===== src/rtl/seq_multiplier_if.sv =====
// Operand/result bundle between the execute stage and the iterative multiplier.
interface seq_multiplier_if #(
    parameter int unsigned WIDTH = 32
);
    logic             start;
    logic             isSigned;
    logic [WIDTH-1:0] X;
    logic [WIDTH-1:0] Y;
    logic [WIDTH-1:0] Zlo;
    logic [WIDTH-1:0] Zhi;
    logic             busy;
    logic             done;

    modport master (
        output start, isSigned, X, Y,
        input  Zlo, Zhi, busy, done
    );

    modport slave (
        input  start, isSigned, X, Y,
        output Zlo, Zhi, busy, done
    );
endinterface


===== src/rtl/seq_multiplier.sv =====
// Radix-2 shift-add multiplier: WIDTH iterations on magnitudes, sign applied to the final product.
module seq_multiplier #(
    parameter int unsigned WIDTH = 32
) (
    input logic             clk,
    input logic             reset,
    seq_multiplier_if.slave bus
);
    localparam int unsigned CntW = (WIDTH > 2) ? $clog2(WIDTH) : 1;

    typedef enum logic [1:0] {StIdle, StRun, StDone} state_e;

    state_e             state_q, state_d;
    logic [WIDTH-1:0]   mcand_q, mcand_d;
    // Upper half accumulates partial sums; lower half starts as the multiplier and shifts out.
    logic [2*WIDTH-1:0] prod_q, prod_d;
    logic [CntW-1:0]    cnt_q, cnt_d;
    logic               sgn_q, sgn_d;
    logic               neg_q, neg_d;
    logic [WIDTH-1:0]   zlo_q, zlo_d;
    logic [WIDTH-1:0]   zhi_q, zhi_d;

    logic [WIDTH:0]     sum;
    logic [2*WIDTH-1:0] step;
    logic [2*WIDTH-1:0] result;
    logic [WIDTH-1:0]   x_abs;
    logic [WIDTH-1:0]   y_abs;

    always_comb begin
        sum    = {1'b0, prod_q[2*WIDTH-1:WIDTH]} + (prod_q[0] ? {1'b0, mcand_q} : '0);
        step   = {sum, prod_q[WIDTH-1:1]};
        result = (sgn_q && neg_q) ? ('0 - step) : step;
        // The most negative value negates to itself, which is its correct unsigned magnitude.
        x_abs  = (bus.isSigned && bus.X[WIDTH-1]) ? ('0 - bus.X) : bus.X;
        y_abs  = (bus.isSigned && bus.Y[WIDTH-1]) ? ('0 - bus.Y) : bus.Y;
    end

    always_comb begin
        state_d = state_q;
        mcand_d = mcand_q;
        prod_d  = prod_q;
        cnt_d   = cnt_q;
        sgn_d   = sgn_q;
        neg_d   = neg_q;
        zlo_d   = zlo_q;
        zhi_d   = zhi_q;

        unique case (state_q)
            StIdle, StDone: begin
                if (bus.start) begin
                    state_d = StRun;
                    sgn_d   = bus.isSigned;
                    neg_d   = bus.isSigned && (bus.X[WIDTH-1] ^ bus.Y[WIDTH-1]);
                    mcand_d = x_abs;
                    prod_d  = {{WIDTH{1'b0}}, y_abs};
                    cnt_d   = '0;
                end else begin
                    state_d = StIdle;
                end
            end
            StRun: begin
                prod_d = step;
                cnt_d  = cnt_q + CntW'(1);
                if (cnt_q == CntW'(WIDTH - 1)) begin
                    state_d = StDone;
                    zhi_d   = result[2*WIDTH-1:WIDTH];
                    zlo_d   = result[WIDTH-1:0];
                end
            end
            default: state_d = StIdle;
        endcase
    end

    always_ff @(posedge clk or posedge reset) begin
        if (reset) begin
            state_q <= StIdle;
            mcand_q <= '0;
            prod_q  <= '0;
            cnt_q   <= '0;
            sgn_q   <= 1'b0;
            neg_q   <= 1'b0;
            zlo_q   <= '0;
            zhi_q   <= '0;
        end else begin
            state_q <= state_d;
            mcand_q <= mcand_d;
            prod_q  <= prod_d;
            cnt_q   <= cnt_d;
            sgn_q   <= sgn_d;
            neg_q   <= neg_d;
            zlo_q   <= zlo_d;
            zhi_q   <= zhi_d;
        end
    end

    assign bus.Zlo  = zlo_q;
    assign bus.Zhi  = zhi_q;
    assign bus.busy = (state_q == StRun);
    assign bus.done = (state_q == StDone);
endmodule


===== src/flat_wrapper.sv =====
// flat-port wrapper written by rule: the top's interface ports become plain ports
module seq_multiplier_flat 
#(
    parameter int unsigned WIDTH = 32
)
  (clk, reset, bus_start, bus_isSigned, bus_X, bus_Y, bus_Zlo, bus_Zhi, bus_busy, bus_done);
  seq_multiplier_if #(.WIDTH(WIDTH)) bus_i ();
  input logic clk;
  input logic reset;
  input wire logic [$bits(bus_i.start)-1:0] bus_start;
  input wire logic [$bits(bus_i.isSigned)-1:0] bus_isSigned;
  input wire logic [$bits(bus_i.X)-1:0] bus_X;
  input wire logic [$bits(bus_i.Y)-1:0] bus_Y;
  output wire logic [$bits(bus_i.Zlo)-1:0] bus_Zlo;
  output wire logic [$bits(bus_i.Zhi)-1:0] bus_Zhi;
  output wire logic [$bits(bus_i.busy)-1:0] bus_busy;
  output wire logic [$bits(bus_i.done)-1:0] bus_done;
  assign bus_i.start = bus_start;
  assign bus_i.isSigned = bus_isSigned;
  assign bus_i.X = bus_X;
  assign bus_i.Y = bus_Y;
  assign bus_Zlo = bus_i.Zlo;
  assign bus_Zhi = bus_i.Zhi;
  assign bus_busy = bus_i.busy;
  assign bus_done = bus_i.done;
  seq_multiplier #(.WIDTH(WIDTH)) u_core (.clk(clk), .reset(reset), .bus(bus_i));
endmodule

===== config.mk =====
export PLATFORM = sky130hd
export DESIGN_NAME = seq_multiplier_flat
export DESIGN_NICKNAME = d
export VERILOG_FILES = /design/src/rtl/seq_multiplier_if.sv /design/src/rtl/seq_multiplier.sv /design/src/flat_wrapper.sv
export SDC_FILE = /design/constraint.sdc
export NUM_CORES = 1
export LEC_CHECK = 0
export BUFFER_PORTS_ARGS = -buffer_cell sky130_fd_sc_hd__buf_2
export CAP_MARGIN = 20
export CORE_AREA = 2 2 200 202
export DETAILED_ROUTE_END_ITERATION = 8
export DIE_AREA = 0 0 202 204
export GPL_ROUTABILITY_DRIVEN = 0
export HOLD_SLACK_MARGIN = 0.1
export PLACE_DENSITY = 0.55
export SYNTH_ARGS = -nofsm -noshare
export SYNTH_HDL_FRONTEND = slang
export SYNTH_SLANG_ARGS = --single-unit

===== constraint.sdc =====
create_clock -name clk -period 5.95 [get_ports clk]
set_input_delay 1.19 -clock clk [delete_from_list [all_inputs] [get_ports clk]]
set_output_delay 1.19 -clock clk [all_outputs]
set_load 0.05 [all_outputs]

==> impl_metrics.csv, run 1 <==
group,metric,value,unit
sta,skew,0.01209,ns
logic_synthesis,syn_avg_cell_area,8.612,um^2
logic_synthesis,synth_edf_count,0,
drt,num_vias,9399,
power,p_sw_share,49.12,%
floorplanning,die_area,0.04121,mm^2
logic_synthesis,ys_seq_elements,169,
logic_synthesis,synth_top_cell_area_share,39.07,%
power,power_density,620.2,mW/mm^2
worst_setup_path,timing.rr.end,"u_core.bus.Zhi[26]$_DFFE_PP0P_",
grt,grt_overflow,0,
worst_setup_path,critPathLaunch,"u_core.prod_q[0]$_DFFE_PP0P_",
layout,layout_common_cells,"o21ai_0 (179), nand2_1 (175), dfrtp_1 (169)",
logic_synthesis,syn-num-nets,1363,
placement,numPortBuffers,133,
layout,drive_above_1_share,14.92,%
power,switchingPower,3.862,mW
sta,hold_ws,0.4742,ns
layout,fin_cells,1890,
worst_setup_path,crit_path_end_kind,"flip-flop",
clock_network,clk_pin_slew,0.08,ns
placement,placed_area,0.01196,mm^2
worst_setup_path,worst_path_most_repeated_cell,"xnor2_1",
floorplanning,die_w,202,um
sta,worst-slew-pin-transition,0.9072,ns
drt,wl_per_cell,17.01,um
logic_synthesis,synthDistinctLibCells,72,
grt,grt_pass1_wl,50510,um
power,peakVddDrop,227.1,uV
drt,first_pass_iters,5,
worst_setup_path,crit_arrival,4.97,ns
sta,clock.fmax,215.8,MHz
worst_setup_path,worst_path_max_delay_cell,"or4b_2",
hold_path,hp-class,"flip-flop to flip-flop",
worst_setup_path,cp_num_buf_inv,0,
drt,drt-initial-drc-count,768,
logic_synthesis,syn_area,0.01083,mm^2
floorplanning,die_h,204,um
worst_setup_path,crit_required,6.28,ns
clock_network,clock_sinks,169,
sta,period_share,77.89,%
outcome,outcome,"complete, no violations",
floorplanning,initial_core_util,27.63,%
sta,setup_viol,0,
layout,fin_area,0.01268,mm^2
sta,rsz0062_at_grt,"false",
logic_synthesis,ys_warn_count,0,
power,p_clk_share,16.8,%
floorplanning,core_area,0.03918,mm^2
drt,drcViolationCount,0,
worst_setup_path,worstSetupPathType,"flip-flop to flip-flop",
worst_setup_path,cp_cell_sequence,"and2_1, ha_1, fa_1, a21o_1, a221o_1, a31oi_1, xnor2_1, or4_1, or4b_2, nor4_4, a31o_1, xnor2_1, o21ai_1",
grt,grt_pass1_vias,8884,
worst_setup_path,start_kind,"flip-flop",
sta,fin_crit,4.634,ns
logic_synthesis,synth_area_leaders,"dfrtp_1 (39%), o21ai_0 (8.3%), xor2_1 (6.1%), nand2_1 (6.1%), xnor2_1 (5.5%)",
drt,vias_per_cell,4.973,
layout,final_nets,1454,
clock_network,postCtsHoldBufs,0,
layout,area_delta_synth_final,17.11,%
grt,grt_max_degree,128,
grt,track_usage,15.48,%
sta,final_hold_viol_count,0,
worst_setup_path,critPathTopFamily,"simple AND/OR/NAND/NOR gates",
worst_setup_path,crit_fanout,13,
logic_synthesis,syn_inst,1257,
drt,ant_nets,0,
drt,wirelength,32140,um
sta,fin_tns_setup,0,ns
logic_synthesis,synthArstFlopShare,100.0,%
clock_network,insertion_delay,0.45,ns
floorplanning,num_rows,73,
worst_setup_path,crit_path_end,"u_core.bus.Zhi[26]$_DFFE_PP0P_",
placement,numPlacedInstances,1853,
logic_synthesis,yosysTopAreaCell,"dfrtp_1",
power,power_frac_comb,55.9,%
sta,slew-limit-headroom,39.52,%
flow_run,cap_viol_max_count,0,
clock_network,post-cts-setup-buffer-count,0,
clock_network,cts_tree,"yes",
placement,hpwlAfterDp,24470,um
grt,antenna_found_initial,10,
layout,final_common_cell,"o21ai_0",
clock_network,numCtsBuffers,17,
worst_setup_path,r2r_setup_slack,1.32,ns
logic_synthesis,ys.flop_type,"dfrtp_1",
worst_setup_path,worst-path-stages,13,
logic_synthesis,ys_seq_area_share,39.07,%
sta,slew_violations,0,
worst_setup_path,cp_slowest_stage_delay,0.74,ns
clock_network,root_buffer,"clkbuf_16",
clock_network,ctsResizeCount,0,
floorplanning,ios,134,
power,p_int,4.001,mW
power,leakagePower,5.500,nW
clock_network,clockBufferDepth,2,
worst_setup_path,r2r_cells,13,
power,p_seq_share,27.3,%
clock_network,htree_levels,4,
worst_setup_path,regToRegStartpoint,"u_core.prod_q[0]$_DFFE_PP0P_",
==> per-stage QoR <==
step / power (mW) / setup WS [ns] / util (%)
floorplan: 5.347 / 0.1849 / -
global placement: 6.461 / 1.342 / 30.53
detailed placement: 6.548 / 1.297 / 30.53
CTS: 7.878 / 1.287 / 32.28
global route: 8.446 / 1.113 / 32.34
finish: 7.862 / 1.316 / 32.35
==> flip-flops by register name (all words and copies together), names as in the netlist <==
| signal | count |
|---|---|
| u_core.mcand_q | 32 |
| u_core.prod_q | 64 |
| u_core.bus.Zlo | 32 |
| u_core.neg_q | 1 |
| u_core.state_q | 2 |
| u_core.bus.Zhi | 32 |
| u_core.sgn_q | 1 |
| u_core.cnt_q | 5 |
==> tightest hold or removal path, cell delays in order (launching register included) <==
cell and delay [ns]:
dfrtp_1 0.34, nand2_1 0.04, o21ai_0 0.06
==> how the worst min path moves through the flow <==
stage / startpoint / endpoint / slack, ns / cells past startpoint
2_1_floorplan: u_core.mcand_q[31]$_DFFE_PP0P_ / u_core.mcand_q[31]$_DFFE_PP0P_ / 0.44 / 2
3_3_place_gp: u_core.mcand_q[17]$_DFFE_PP0P_ / u_core.mcand_q[17]$_DFFE_PP0P_ / 0.45 / 2
3_5_place_dp: u_core.bus.Zhi[25]$_DFFE_PP0P_ / u_core.bus.Zhi[25]$_DFFE_PP0P_ / 0.47 / 2
4_1_cts: u_core.mcand_q[4]$_DFFE_PP0P_ / u_core.mcand_q[4]$_DFFE_PP0P_ / 0.48 / 2
5_1_grt: u_core.bus.Zlo[20]$_DFFE_PP0P_ / u_core.bus.Zlo[20]$_DFFE_PP0P_ / 0.50 / 2
6_report: u_core.mcand_q[28]$_DFFE_PP0P_ / u_core.mcand_q[28]$_DFFE_PP0P_ / 0.47 / 2
==> power groups by stage <==
| stage | clock network, mW | logic (mW) | registers, mW |
|---|---|---|---|
| 2_1_floorplan | 0 | 2.69 | 2.66 |
| 3_3_place_gp | 0 | 4.32 | 2.14 |
| 3_5_place_dp | 0 | 4.39 | 2.16 |
| 4_1_cts | 1.35 | 4.39 | 2.14 |
| 5_1_grt | 1.39 | 4.83 | 2.22 |
| 6_report | 1.32 | 4.40 | 2.15 |
==> cell families after synthesis <==
| family | Yosys count | share of synthesized area, % |
|---|---|---|
| and+or+nand+nor | 415 | 18.65 |
| DFF | 169 | 39.07 |
| adders and majority gates | 38 | 4.461 |
| xor gates and xnor gates | 144 | 11.65 |
| muxes | 2 | 0.1849 |
| buffers and inverters | 93 | 3.363 |
| AOI/OAI and AO/OA | 396 | 22.62 |
==> area by class of cell <==
cell class,instances,area [um^2]
Fill cell,4111,26510
Multi-Input combinational cell,995,6250
Sequential cell,169,4229
Timing Repair Buffer,145,768.2
Tap cell,525,656.9
Clock buffer,17,425.4
Clock inverter,15,257.7
Inverter,20,80.08
Antenna cell,4,10.01
==> cell usage after synthesis (all sizes together), types with 20 or more instances <==
cell type  count
dfrtp        169
o21ai        181
and2          41
a22oi         27
nor3          27
ha            37
nor2          67
a22o          26
xor2          76
a21oi         65
nand2        177
clkbuf        62
inv           20
xnor2         68
==> routing by layer <==
metal | up-vias | track usage [%] | part of all wire (%)
met4 | 12 | 4.491 | 1.7
met1 | 4463 | 22.75 | 51
met5 | - | 0 | 0.22
met3 | 44 | 3.938 | 6.2
met2 | 210 | 22.15 | 41
li1 | 4670 | - | -
No activity file was read; power rests on OpenSTA's default activity.
==> inputs of run 2 (changes only) <==
--- a/config.mk
+++ b/config.mk
@@ -5,14 +5,15 @@
 export SDC_FILE = /design/constraint.sdc
 export NUM_CORES = 1
 export LEC_CHECK = 0
+export ABC_AREA = 1
 export BUFFER_PORTS_ARGS = -buffer_cell sky130_fd_sc_hd__buf_2
 export CAP_MARGIN = 20
-export CORE_AREA = 2 2 200 202
+export CORE_AREA = 2 2 214 216
 export DETAILED_ROUTE_END_ITERATION = 8
-export DIE_AREA = 0 0 202 204
+export DIE_AREA = 0 0 216 218
 export GPL_ROUTABILITY_DRIVEN = 0
 export HOLD_SLACK_MARGIN = 0.1
-export PLACE_DENSITY = 0.55
+export PLACE_DENSITY = 0.54
 export SYNTH_ARGS = -nofsm -noshare
 export SYNTH_HDL_FRONTEND = slang
 export SYNTH_SLANG_ARGS = --single-unit
==> constraint.sdc (replaced) <==
create_clock -name clk -period 4.15 [get_ports clk]
set_input_delay 0.83 -clock clk [delete_from_list [all_inputs] [get_ports clk]]
set_output_delay 0.83 -clock clk [all_outputs]
set_load 0.05 [all_outputs]
==> impl_metrics.csv, run 2 <==
group,metric,value,unit
hold_path,hp-class,"flip-flop to flip-flop",
layout,drive_above_1_share,12.79,%
logic_synthesis,yosysTopAreaCell,"dfrtp_1",
floorplanning,core_area,0.04489,mm^2
logic_synthesis,yosysMostFrequentCell,"nand2_1",
logic_synthesis,ys.flop_type,"dfrtp_1",
clock_network,clockBufferDepth,2,
power,peakVddDrop,316.1,uV
grt,use_met2,27.68,%
sta,rsz0062_at_grt,"false",
sta,final_hold_viol_count,0,
sta,fin_tns_setup,0,ns
sta,slew-limit-headroom,44.12,%
sta,worst-slew-pin-transition,0.8362,ns
drt,vias_per_cell,4.649,
layout,fin_area,0.01436,mm^2
floorplanning,die_area,0.04709,mm^2
floorplanning,die_w,216,um
layout,final_nets,2103,
grt,track_usage,17.54,%
drt,num_vias,12133,
logic_synthesis,ys_warn_count,0,
placement,hpwlAfterDp,32210,um
sta,fin_crit,3.360,ns
worst_setup_path,crit_required,4.49,ns
sta,clock.fmax,297.6,MHz
worst_setup_path,worstSetupPathType,"flip-flop to flip-flop",
floorplanning,ios,134,
clock_network,ctsResizeCount,0,
clock_network,htree_levels,4,
placement,placed_area,0.01376,mm^2
clock_network,post-cts-setup-buffer-count,0,
clock_network,clk_pin_slew,0.07,ns
placement,numPortBuffers,133,
layout,layout_common_cells,"nand2_1 (647), inv_1 (244), nor2_1 (193)",
logic_synthesis,ys_seq_elements,169,
floorplanning,initial_core_util,27.71,%
floorplanning,die_h,218,um
logic_synthesis,synth_edf_count,0,
floorplanning,num_rows,78,
layout,final_common_cell,"nand2_1",
grt,grt_pass1_wl,64990,um
layout,top_register,"u_core.prod_q",
drt,ant_nets,0,
worst_setup_path,crit_fanout,27,
logic_synthesis,syn_avg_cell_area,6.593,um^2
logic_synthesis,syn_inst,1887,
grt,busiest_layer,"met2",
clock_network,numCtsBuffers,17,
logic_synthesis,synth_common_cells,"nand2_1 (649), inv_1 (245), nor2_1 (193), dfrtp_1 (169), o21ai_0 (123)",
layout,area_delta_synth_final,15.38,%
layout,largest_reg_flops,64,
drt,drcViolationCount,0,
sta,period_share,80.97,%
layout,diodes,0,
logic_synthesis,synthDistinctLibCells,48,
drt,wirelength,40700,um
logic_synthesis,syn_area,0.01244,mm^2
layout,final_util,31.98,%
clock_network,postCtsHoldBufs,0,
clock_network,clock_sinks,169,
worst_setup_path,crit_arrival,3.70,ns
logic_synthesis,synth_area_leaders,"dfrtp_1 (34%), nand2_1 (20%), inv_1 (7.4%), nor2_1 (5.8%), xor2_1 (5.2%)",
logic_synthesis,synth_top_cell_area_share,33.99,%
grt,use_met1,25.35,%
grt,grt_util_met3,2.301,%
drt,wl_per_cell,15.60,um
clock_network,root_buffer,"clkbuf_16",
sta,setup_viol,0,
logic_synthesis,syn-num-nets,1993,
grt,antenna_found_initial,0,
grt,grt_max_degree,124,
clock_network,insertion_delay,0.45,ns
worst_setup_path,start_kind,"flip-flop",
sta,slew_violations,0,
power,finalPower,11.53,mW
outcome,outcome,"complete, no violations",
power,power_density,803.4,mW/mm^2
clock_network,cts_tree,"yes",
worst_setup_path,crit_path_end_kind,"flip-flop",
grt,grt_overflow,0,
drt,first_pass_iters,6,
power,leakagePower,7.411,nW
logic_synthesis,ys_seq_area_share,33.99,%
flow_run,cap_viol_max_count,0,
drt,drt-initial-drc-count,974,
grt,grt_pass1_vias,11679,
logic_synthesis,synthArstFlopShare,100.0,%
sta,skew,0.01229,ns
run 2: power breakdown:
group	internal [mW]	switching [mW]	total (mW)
combinational	2.09	4.88	6.97
sequential	2.34	0.582	2.92
clock	0.897	0.744	1.64
run 2: critical path, stage by stage, from the launching register on:
cell	delay (ns)
dfrtp_1	0.43
buf_4	0.32
nand2_1	0.09
inv_1	0.07
ha_1	0.31
nand2_2	0.16
inv_1	0.05
nand2_1	0.06
nand2_1	0.10
inv_1	0.11
nand3_2	0.15
nand2_1	0.15
nand2_1	0.11
nor2_1	0.25
nand3_1	0.24
nor2_2	0.21
nand3_2	0.10
nand2_2	0.09
nand2_1	0.05
nand3_1	0.11
nand2_1	0.06
run 2: through the flow:
| stage | setup slack [ns] | cells | hold slack [ns] |
|---|---|---|---|
| 5_1_grt | 0.4335 | 2610 | 0.4897 |
| 3_3_place_gp | 0.8221 | 2578 | 0.4542 |
| 2_1_floorplan | 1.165 | 1887 | 0.4402 |
| 6_report | 0.7895 | 2610 | 0.4747 |
| 3_5_place_dp | 0.8093 | 2578 | 0.4645 |
| 4_1_cts | 0.7982 | 2610 | 0.4753 |
run 2: cells by family after synthesis:
kind of cell,synth area share [%]
simple gates,35.82
buf+inv,9.463
fa+ha+maj,3.882
compound gates,10.38
xor+xnor,6.466
flops,33.99
run 2: path summary, 6_finish.rpt:
path	from	endpoint	slack (ns)	depth (start not counted)
setup / recovery	u_core.prod_q[0]$_DFFE_PP0P_	u_core.bus.Zhi[22]$_DFFE_PP0P_	0.79	20
hold / removal	u_core.bus.Zhi[25]$_DFFE_PP0P_	u_core.bus.Zhi[25]$_DFFE_PP0P_	0.47	2
setup reg to reg	u_core.prod_q[0]$_DFFE_PP0P_	u_core.bus.Zhi[22]$_DFFE_PP0P_	0.79	20
hold reg to reg	u_core.bus.Zhi[25]$_DFFE_PP0P_	u_core.bus.Zhi[25]$_DFFE_PP0P_	0.47	2
max in group asynchronous	reset	u_core.bus.Zlo[4]$_DFFE_PP0P_	3.02	3
min in group asynchronous	reset	u_core.mcand_q[22]$_DFFE_PP0P_	0.59	3
run 2: final cells by class:
| class | count | area, um^2 |
|---|---|---|
| clock buffers | 17 | 425.4 |
| clock inverters | 15 | 167.7 |
| fillers | 5001 | 30540 |
| inverters | 257 | 968.4 |
| multi-input cells | 1407 | 7046 |
| flip-flops and latches | 169 | 4229 |
| well taps | 600 | 750.7 |
| repair buffers | 145 | 768.2 |
run 2: layer usage:
metal,wire length (um),vias up
met5,0,-
met4,605,0
met3,1833,28
met2,18230,275
met1,20040,5648
li1,-,6182
==> inputs of run 3 (changes only) <==
--- a/config.mk
+++ b/config.mk
@@ -5,15 +5,15 @@
 export SDC_FILE = /design/constraint.sdc
 export NUM_CORES = 1
 export LEC_CHECK = 0
-export ABC_AREA = 1
+export ABC_AREA = 0
 export BUFFER_PORTS_ARGS = -buffer_cell sky130_fd_sc_hd__buf_2
 export CAP_MARGIN = 20
-export CORE_AREA = 2 2 214 216
+export CORE_AREA = 2 2 200 202
 export DETAILED_ROUTE_END_ITERATION = 8
-export DIE_AREA = 0 0 216 218
+export DIE_AREA = 0 0 202 204
 export GPL_ROUTABILITY_DRIVEN = 0
 export HOLD_SLACK_MARGIN = 0.1
-export PLACE_DENSITY = 0.54
+export PLACE_DENSITY = 0.53
 export SYNTH_ARGS = -nofsm -noshare
 export SYNTH_HDL_FRONTEND = slang
 export SYNTH_SLANG_ARGS = --single-unit
==> constraint.sdc (replaced) <==
create_clock -name clk -period 3.1 [get_ports clk]
set_input_delay 0.62 -clock clk [delete_from_list [all_inputs] [get_ports clk]]
set_output_delay 0.62 -clock clk [all_outputs]
set_load 0.05 [all_outputs]
==> impl_metrics.csv, run 3 (synthesis gave the netlist of run 1 again) <==
group,metric,value,unit
outcome,outcome,"finished with violations",
outcome,failed_checks,"negative setup slack",
drt,first_pass_iters,5,
placement,hpwlAfterDp,26890,um
worst_setup_path,r2r_setup_slack,-0.88,ns
floorplanning,num_rows,73,
worst_setup_path,crit_arrival,4.30,ns
grt,use_met1,24.58,%
layout,fin_cells,2134,
clock_network,clock_sinks,169,
clock_network,clk_pin_slew,0.08,ns
drt,vias_per_cell,4.814,
sta,setup_viol,29,
layout,layout_common_cells,"buf_4 (241), nand2_1 (173), dfrtp_1 (169)",
placement,numPlacedInstances,2066,
sta,slew-limit-headroom,43.82,%
flow_run,cap_viol_max_count,0,
grt,use_met2,25.15,%
layout,area_delta_synth_final,41.09,%
grt,grt_max_degree,127,
grt,track_usage,16.98,%
worst_setup_path,timing.rr.end,"u_core.bus.Zhi[28]$_DFFE_PP0P_",
sta,period_share,128.4,%
layout,final_common_cell,"buf_4",
drt,wl_per_cell,16.48,um
floorplanning,die_h,204,um
worst_setup_path,crit_path_end_kind,"flip-flop",
layout,top_register,"u_core.prod_q",
worst_setup_path,crit_required,3.42,ns
grt,grt_pass1_wl,54960,um
worst_setup_path,regToRegStartpoint,"u_core.prod_q[0]$_DFFE_PP0P_",
worst_setup_path,r2r_cells,14,
sta,rsz0062_at_grt,"true",
grt,grt_util_met3,3.380,%
sta,final_hold_viol_count,0,
grt,grt_pass1_vias,10002,
grt,antenna_found_initial,3,
drt,num_vias,10274,
floorplanning,die_area,0.04121,mm^2
drt,wirelength,35180,um
floorplanning,core_area,0.03918,mm^2
floorplanning,die_w,202,um
grt,busiest_layer,"met2",
layout,fillers,3963,
clock_network,numCtsBuffers,17,
power,leakagePower,6.784,nW
floorplanning,initial_core_util,27.63,%
layout,drive_above_1_share,33.73,%
hold_path,hp-class,"primary input to async pin",
placement,numPortBuffers,133,
drt,drt-initial-drc-count,680,
worst_setup_path,worstSetupPathType,"flip-flop to flip-flop",
clock_network,htree_levels,4,
clock_network,cts_tree,"yes",
sta,fin_ws,-0.8809,ns
grt,grt_overflow,0,
clock_network,clockBufferDepth,2,
sta,worst-slew-pin-transition,0.8407,ns
sta,skew,0.01240,ns
clock_network,root_buffer,"clkbuf_16",
drt,drcViolationCount,0,
power,peakVddDrop,473.2,uV
layout,final_nets,1700,
sta,clock.fmax,251.2,MHz
drt,ant_nets,0,
layout,largest_reg_flops,64,
worst_setup_path,start_kind,"flip-flop",
floorplanning,ios,134,
worst_setup_path,crit_fanout,7,
clock_network,insertion_delay,0.45,ns
layout,final_util,38.98,%
sta,slew_violations,0,
clock_network,postCtsHoldBufs,0,
power,power_density,1228,mW/mm^2
sta,fin_crit,3.981,ns
run 3: changes by cell type in the layout (fill, tap and decap cells not counted), moves of 13 or more:
cell | previous run | this run
ha_1 | 37 | 24
buf_4 | 11 | 241
nor2_1 | 193 | 62
o221ai_1 | 22 | 1
a22oi_1 | 0 | 27
nand2_1 | 647 | 173
o31ai_1 | 3 | 17
nand3_1 | 93 | 16
and2_1 | 2 | 39
o21ai_0 | 123 | 156
a22o_1 | 2 | 26
inv_1 | 244 | 17
xnor2_1 | 16 | 60
nand2_2 | 26 | 3
run 3: routing by layer:
metal / wire (um) / up-vias
met4: 588 / 4
li1: - / 5145
met3: 1425 / 38
met1: 18020 / 4912
met5: 27 / -
met2: 15110 / 175
run 3: repair_timing:
action                                  CTS  global route
endpoints found under the setup margin   35            42
pin swaps                                46            26
gates resized for setup                  86            54
setup buffers                            25            11
run 3: through the flow:
stage | setup TNS (ns) | hold WS, ns | cell area (um^2) | setup slack [ns] | total power [mW]
floorplan | -11.51 | 0.4383 | 10890 | -0.8213 | 10.38
global placement | -16.71 | 0.4519 | 13700 | -0.9179 | 14.92
detailed placement | -18.71 | 0.4607 | 13700 | -0.9929 | 15.07
CTS | -16.07 | 0.2744 | 14870 | -0.8639 | 18.13
global route | -22.29 | 0.3188 | 15270 | -1.091 | 20.05
finish | -16.55 | 0.2725 | 15270 | -0.8809 | 18.75
run 3: report_power, final:
group / switching (mW) / internal [mW]
clock: 0.993 / 1.28
sequential: 0.644 / 3.25
combinational: 7.04 / 5.53
total: 8.68 / 10.1
run 3: worst max-delay path: stages (launching register included):
cell	delay, ns
dfrtp_1	0.43
and2_1	0.20
ha_1	0.32
a21o_1	0.15
nand4_1	0.26
a211oi_4	0.38
nor2_2	0.08
xnor2_1	0.15
or4_4	0.55
or4b_4	0.52
nor4_4	0.29
buf_6	0.15
a21oi_1	0.08
xnor2_1	0.20
o21ai_1	0.07
run 3: worst max path at each step:
stage                     slack (ns)                             end  cells past startpoint                    startpoint
after floorplan                -0.82  u_core.bus.Zhi[26]$_DFFE_PP0P_                     14  u_core.prod_q[0]$_DFFE_PP0P_
after detailed placement       -0.99  u_core.bus.Zhi[28]$_DFFE_PP0P_                     14  u_core.prod_q[0]$_DFFE_PP0P_
final                          -0.88  u_core.bus.Zhi[28]$_DFFE_PP0P_                     14  u_core.prod_q[0]$_DFFE_PP0P_
after global routing           -1.09  u_core.bus.Zhi[31]$_DFFE_PP0P_                     18  u_core.prod_q[0]$_DFFE_PP0P_
after global placement         -0.92  u_core.bus.Zhi[30]$_DFFE_PP0P_                     14  u_core.prod_q[0]$_DFFE_PP0P_
after CTS                      -0.86  u_core.bus.Zhi[28]$_DFFE_PP0P_                     14  u_core.prod_q[0]$_DFFE_PP0P_
run 3: final cells by class:
class / count / area, um^2 / share of cell area (%)
flip-flops and latches: 169 / 4229 / 27.69
repair buffers: 391 / 2719 / 17.80
clock buffers: 17 / 425.4 / 2.785
clock inverters: 15 / 185.2 / 1.212
inverters: 20 / 78.83 / 0.5161
well taps: 525 / 656.9 / 4.301
multi-input cells: 995 / 6974 / 45.66
diodes: 2 / 5.005 / 0.03277
